## config.mk

```make
export PLATFORM = sky130hd
export DESIGN_NAME = fp_addsub_seq
export DESIGN_NICKNAME = d
export VERILOG_FILES = /design/src/rtl/fp_pkg.sv /design/src/rtl/fp_norm_step.sv /design/src/rtl/fp_addsub_seq.sv
export SDC_FILE = /design/constraint.sdc
export NUM_CORES = 1
export LEC_CHECK = 0
export ABC_AREA = 1
export CAP_MARGIN = 40
export CORE_ASPECT_RATIO = 1.2
export CORE_UTILIZATION = 45
export CTS_CLUSTER_SIZE = 25
export DETAILED_ROUTE_END_ITERATION = 8
export PLACE_DENSITY = 0.64
export SYNTH_ARGS = -nofsm -noshare
export SYNTH_HDL_FRONTEND = slang
export SYNTH_HIERARCHICAL = 1
export SYNTH_SLANG_ARGS = --single-unit
```

## constraint.sdc

```tcl
create_clock -name clk -period 3.55 [get_ports clk]
set_input_delay 0.8875 -clock clk [delete_from_list [all_inputs] [get_ports clk]]
set_output_delay 0.8875 -clock clk [all_outputs]
set_load 0.05 [all_outputs]
```

## src/rtl/fp_pkg.sv

```systemverilog
// fp_pkg: FSM state encoding, result kinds and derived width helpers for the serial FP adder.
package fp_pkg;
  localparam logic [2:0] S_IDLE  = 3'd0;
  localparam logic [2:0] S_SWAP  = 3'd1;
  localparam logic [2:0] S_ALIGN = 3'd2;
  localparam logic [2:0] S_ADD   = 3'd3;
  localparam logic [2:0] S_NORM  = 3'd4;
  localparam logic [2:0] S_PACK  = 3'd5;
  localparam logic [2:0] S_DONE  = 3'd6;
  typedef enum logic [1:0] {K_NUM, K_ZERO, K_INF, K_NAN} kind_t;
  function automatic int word_w(input int e, input int m);
    return 1 + e + m;
  endfunction
  // Working mantissa: hidden bit plus one carry bit above the stored fraction.
  function automatic int mant_w(input int m);
    return m + 2;
  endfunction
  function automatic int exp_ones(input int e);
    return (1 << e) - 1;
  endfunction
endpackage

```

## src/rtl/fp_norm_step.sv

```systemverilog
// fp_norm_step: one normalisation step (carry right-shift or single left-shift) with exponent update.
module fp_norm_step
  import fp_pkg::*;
#(
  parameter int EXP_W = 8,
  parameter int MAN_W = 23
) (
  input  logic [MAN_W+1:0] mant,
  input  logic [EXP_W-1:0] ex,
  output logic [MAN_W+1:0] mant_o,
  output logic [EXP_W-1:0] ex_o,
  output logic             fin,
  output logic             ovf,
  output logic             unf
);
  localparam int MW = mant_w(MAN_W);
  localparam logic [EXP_W-1:0] ONES = EXP_W'(exp_ones(EXP_W));
  logic carry, norm;
  always_comb begin
    carry  = mant[MW-1];
    norm   = mant[MW-2];
    fin    = carry | norm;
    mant_o = carry ? mant >> 1 : norm ? mant : mant << 1;
    ex_o   = carry ? ex + 1'b1 : norm ? ex : ex - 1'b1;
    ovf    = carry && (ex + 1'b1) == ONES;
    unf    = !fin && ex <= EXP_W'(1);
  end
endmodule

```

## src/rtl/fp_addsub_seq.sv

```systemverilog
// fp_addsub_seq: multi-cycle truncating floating-point add/subtract with serial operand load and readout.
module fp_addsub_seq
  import fp_pkg::*;
#(
  parameter int EXP_W = 8,
  parameter int MAN_W = 23
) (
  input  logic                   clk,
  input  logic                   reset,
  input  logic                   ser_in,
  input  logic                   ld_a,
  input  logic                   ld_b,
  input  logic                   op,
  input  logic                   start,
  input  logic                   shift_res,
  output logic                   busy,
  output logic                   done,
  output logic                   ser_out,
  output logic [EXP_W+MAN_W:0]   result
);
  localparam int W  = word_w(EXP_W, MAN_W);
  localparam int MW = mant_w(MAN_W);
  localparam logic [EXP_W-1:0] ONES = EXP_W'(exp_ones(EXP_W));
  logic [2:0] state;
  logic [W-1:0] a, b, pk;
  logic op_r, sign, sub, sa, sb, a_big, fin, ovf, unf;
  logic [EXP_W-1:0] ex, diff, ea, eb, ne;
  logic [MAN_W-1:0] fa, fb;
  logic [MW-1:0] big_m, small_m, ma, mb, sum, nm;
  kind_t kind;
  assign busy    = state != S_IDLE && state != S_DONE;
  assign done    = state == S_DONE;
  assign ser_out = result[W-1];
  always_comb begin
    sa    = a[W-1];
    ea    = a[W-2 -: EXP_W];
    fa    = a[MAN_W-1:0];
    sb    = b[W-1] ^ op_r;
    eb    = b[W-2 -: EXP_W];
    fb    = b[MAN_W-1:0];
    ma    = ea == '0 ? '0 : {2'b01, fa};
    mb    = eb == '0 ? '0 : {2'b01, fb};
    a_big = a[W-2:0] >= b[W-2:0];
    sum   = sub ? big_m - small_m : big_m + small_m;
    pk    = kind == K_NAN  ? {1'b0, ONES, 1'b1, {(MAN_W-1){1'b0}}} :
            kind == K_INF  ? {sign, ONES, {MAN_W{1'b0}}} :
            kind == K_ZERO ? '0 : {sign, ex, big_m[MAN_W-1:0]};
  end
  fp_norm_step #(.EXP_W(EXP_W), .MAN_W(MAN_W)) u_norm (
    .mant(big_m), .ex(ex), .mant_o(nm), .ex_o(ne), .fin(fin), .ovf(ovf), .unf(unf)
  );
  always_ff @(posedge clk) begin
    if (reset) begin
      state   <= S_IDLE;
      a       <= '0;
      b       <= '0;
      result  <= '0;
      op_r    <= 1'b0;
      sign    <= 1'b0;
      sub     <= 1'b0;
      ex      <= '0;
      diff    <= '0;
      big_m   <= '0;
      small_m <= '0;
      kind    <= K_NUM;
    end else begin
      if (!busy && ld_a) a <= {a[W-2:0], ser_in};
      if (!busy && ld_b) b <= {b[W-2:0], ser_in};
      if (!busy && shift_res) result <= {result[W-2:0], 1'b0};
      case (state)
        S_IDLE: if (start) begin
          op_r  <= op;
          state <= S_SWAP;
        end
        S_SWAP: if (ea == ONES || eb == ONES) begin
          kind  <= K_NAN;
          state <= S_PACK;
        end else begin
          kind    <= K_NUM;
          sign    <= a_big ? sa : sb;
          sub     <= sa ^ sb;
          ex      <= a_big ? ea : eb;
          big_m   <= a_big ? ma : mb;
          small_m <= a_big ? mb : ma;
          diff    <= a_big ? ea - eb : eb - ea;
          state   <= S_ALIGN;
        end
        S_ALIGN: if (diff == '0) state <= S_ADD;
        else if (int'(diff) > MAN_W + 1) begin
          small_m <= '0;
          diff    <= '0;
          state   <= S_ADD;
        end else begin
          small_m <= small_m >> 1;
          diff    <= diff - 1'b1;
          if (diff == EXP_W'(1)) state <= S_ADD;
        end
        S_ADD: if (sum == '0) begin
          kind  <= K_ZERO;
          state <= S_PACK;
        end else begin
          big_m <= sum;
          state <= S_NORM;
        end
        S_NORM: if (ovf) begin
          kind  <= K_INF;
          state <= S_PACK;
        end else if (unf) begin
          kind  <= K_ZERO;
          state <= S_PACK;
        end else begin
          big_m <= nm;
          ex    <= ne;
          if (fin) state <= S_PACK;
        end
        S_PACK: begin
          result <= pk;
          state  <= S_DONE;
        end
        default: state <= S_IDLE;
      endcase
    end
  end
endmodule
```

==> results.cfg <==
[route]
via_per_inst = 5.47
drtIter0Drc = 1379
detail_route.drc_violations = 0
routed_wirelength_um = 40500
dr.max_layer_used = met4
firstDrtPassIters = 5
wl_met3_um = 1840
wire_per_inst_um = 16.0
wl_met2_um = 18700
ant_nets = 0
wl_met1_um = 18500
vias = 13800

[sta]
fin_setup_tns_ns = -10.39
hold_violations = 0
setup_slack_ns = -0.400
rsz0062_at_grt = true
setup_viol = 28
worst_clock_skew_ns = 0.0112
tightestPinTransition_ns = 0.839
min_period_over_period_pct = 111
slew_headroom_pct = 44.0
fmax_mhz = 253
min_period_ns = 3.95
maxSlewViolCount = 0

[cells_and_area]
layout-drive-gt1-share_pct = 15.0
syn2layout_area_growth_pct = 22.2
layout.cells.non_filler = 2528
nets = 2217
antenna_cells = 0
stdcell_area_um2 = 15700

[logic_synthesis]
syn-num-nets = 2118
synth_edf_count = 0
synth_seq_cells = 169
synth_cell_types = 50
yosysTopAreaCellShare_pct = 26.3
avgSynthCellArea_um2 = 6.32
ys_seq_area_share_pct = 26.3
synth_most_common_cell = nand2_1
syn_inst = 2037
synth.area.top_cells = dfxtp_1 (26%), nand2_1 (12%), a21oi_1 (10%)
yosys_warnings = 6
synth_common_cells = nand2_1 (425), a21oi_1 (258), inv_1 (224)
async_reset_ff_share_pct = 0
synth_top_area_cell = dfxtp_1
syn_area_um2 = 12900
synth_ff_type = dfxtp_1

[global_routing]
grt_start_max_net_pins = 63
grt_pass1_vias = 12500
grt_pass1_wl_um = 64300
antenna_found_initial = 0
grt-ovfl-total = 0
track_usage_pct = 27.4

[clock_tree]
htreeDepth = 4
cts_tree = yes
cts_buffers = 17
insertion_delay_ns = 0.45
postCtsHoldBufs = 0
max-clock-path-buffers = 2
cts-root-buf = clkbuf_16
clock-sinks = 169
clk_pin_slew_ns = 0.07

[worst_setup_path]
path_max_fanout = 6
cp-start-kind = register
max_stage_delay_ns = 0.33
worstPathArrival_ns = 4.28
required_ns = 3.88
path_cells = inv_4 -> ha_4 -> nand4_1 -> inv_2 -> nand3_4 -> nor3_4 -> nand2_2 -> nor3_2 -> or2_2 -> xor2_1 -> ha_1 -> nand2_2 -> o21ai_1 -> inv_1 -> nand2_1 -> nand2_1 -> nand2_1 -> nand3_1 -> nor2_4 -> nand4_4 -> buf_6 -> clkbuf_16 -> a21oi_1 -> nor2_1
critPathKind = reg -> reg
critPathSlowestCell = dfxtp_2
path_common_cell = nand2_1
end_kind = register

[floorplan]
dieArea_um2 = 29300
ios = 43
floorplan.initialDensity_pct = 46.0
rows = 67
fp.dieH_um = 187
core_um2 = 28000
die_w_um = 156

[placement]
pre_cts_slack_ns = -0.528
dp.cells = 2469
gp_routability_congestion = 0.983
dp_hpwl_um = 29400
placed_area_um2 = 14300
io_buffers = 42

[run_status]
violations = setup timing
status = complete, but fails checks

[power_and_ir_drop]
p_comb_share_pct = 71.9
power_mw = 18.4
p_sw_share_pct = 51.7
ir_drop_mv = 0.511
power.switching_mw = 9.49
share_seq_of_total_power_pct = 17.1
p_per_area_nw_per_um2 = 1170
clkPwrFrac_pct = 11.1
p_int_mw = 8.87
p_leak_nw = 6.99

[run]
timing.max_cap.violations = 0

[hold_path]
min_path_type = reg -> reg
-- timing repair --
item / CTS / global route
resized for setup: 43 / 82
cloned: 4 / 3
hold endpoints to repair: 0 / 0
pin swaps: 18 / 46
setup buffers: 9 / 13
endpoints found under the setup margin: 28 / 28
-- power by group through the flow --
stage                     clock [mW]  combinational, mW  sequential (mW)
after floorplan                    0               7.79             3.22
after global placement             0               11.7             3.11
after detailed placement           0               11.9             3.12
after CTS                       2.06               12.2             3.09
after global routing            2.14               14.6             3.20
final                           2.03               13.2             3.13
-- final cells by class --
class / count / area (um^2)
Tap cell: 379 / 474
Multi-Input combinational cell: 1523 / 8590
Clock buffer: 22 / 474
Clock inverter: 10 / 166
Sequential cell: 169 / 3390
Fill cell: 2747 / 12300
Inverter: 237 / 896
Timing Repair Buffer: 188 / 1740
-- flip-flops by register name (all words and copies together) (netlist names), 3 cells and up --
name     cells
small_m     24
b           32
diff         8
a           32
ex           8
result      32
state        3
big_m       25
-- kinds of logic after synthesis --
| logic type | after synthesis | share of synthesized area, % |
|---|---|---|
| AO/OA/AOI/OAI | 571 | 24.6 |
| XOR/XNOR | 43 | 2.93 |
| adder cells (fa/ha/maj) | 73 | 7.27 |
| buffers and inverters | 345 | 10.7 |
| flip-flops | 169 | 26.3 |
| other | 1 | 0.0291 |
| AND/OR/NAND/NOR | 835 | 28.2 |
-- stage by stage --
step | util, % | hold slack (ns)
after floorplan | - | 0.437
after global routing | 56.2 | 0.497
final | 56.2 | 0.457
after global placement | 51.0 | 0.446
after detailed placement | 51.0 | 0.454
after CTS | 54.4 | 0.463
-- final timing paths --
check	depth (start not counted)	slack, ns	startpoint	end
min reg2reg	2	0.46	b[31]$_SDFFE_PP0P_	b[31]$_SDFFE_PP0P_
max	24	-0.40	small_m[1]$_SDFFE_PP0P_	big_m[21]$_SDFFE_PP0P_
min	2	0.46	b[31]$_SDFFE_PP0P_	b[31]$_SDFFE_PP0P_
max reg2reg	24	-0.40	small_m[1]$_SDFFE_PP0P_	big_m[21]$_SDFFE_PP0P_
-- placed cells by master, fill, tap and decap left out, types with 20 or more instances in the layout --
cell type	instances
nand2_1	403
a21oi_1	238
inv_1	218
o21ai_0	207
nor2_1	207
dfxtp_1	167
buf_4	127
nand3_1	68
ha_1	63
nand4_1	47
clkdlybuf4s50_1	42
a22oi_1	32
nand3_2	27
xor2_1	24
nand2_2	24
clkbuf_16	20
-- layer usage --
layer,up-vias,track usage [%]
li1,7001,-
met1,6368,37.1
met5,-,0
met3,63,2.90
met2,392,44.4
met4,0,10.3
-- critical path: cells and delay by family (launching register included) --
| family | cells | cell delay [ns] |
|---|---|---|
| and+or+nand+nor | 14 | 1.70 |
| adders and majority gates | 2 | 0.41 |
| DFF | 1 | 0.33 |
| buffers and inverters | 5 | 0.66 |
| xor gates and xnor gates | 1 | 0.30 |
| AOI/OAI and AO/OA | 2 | 0.45 |
Note: power is estimated with default switching activity, not from simulation.
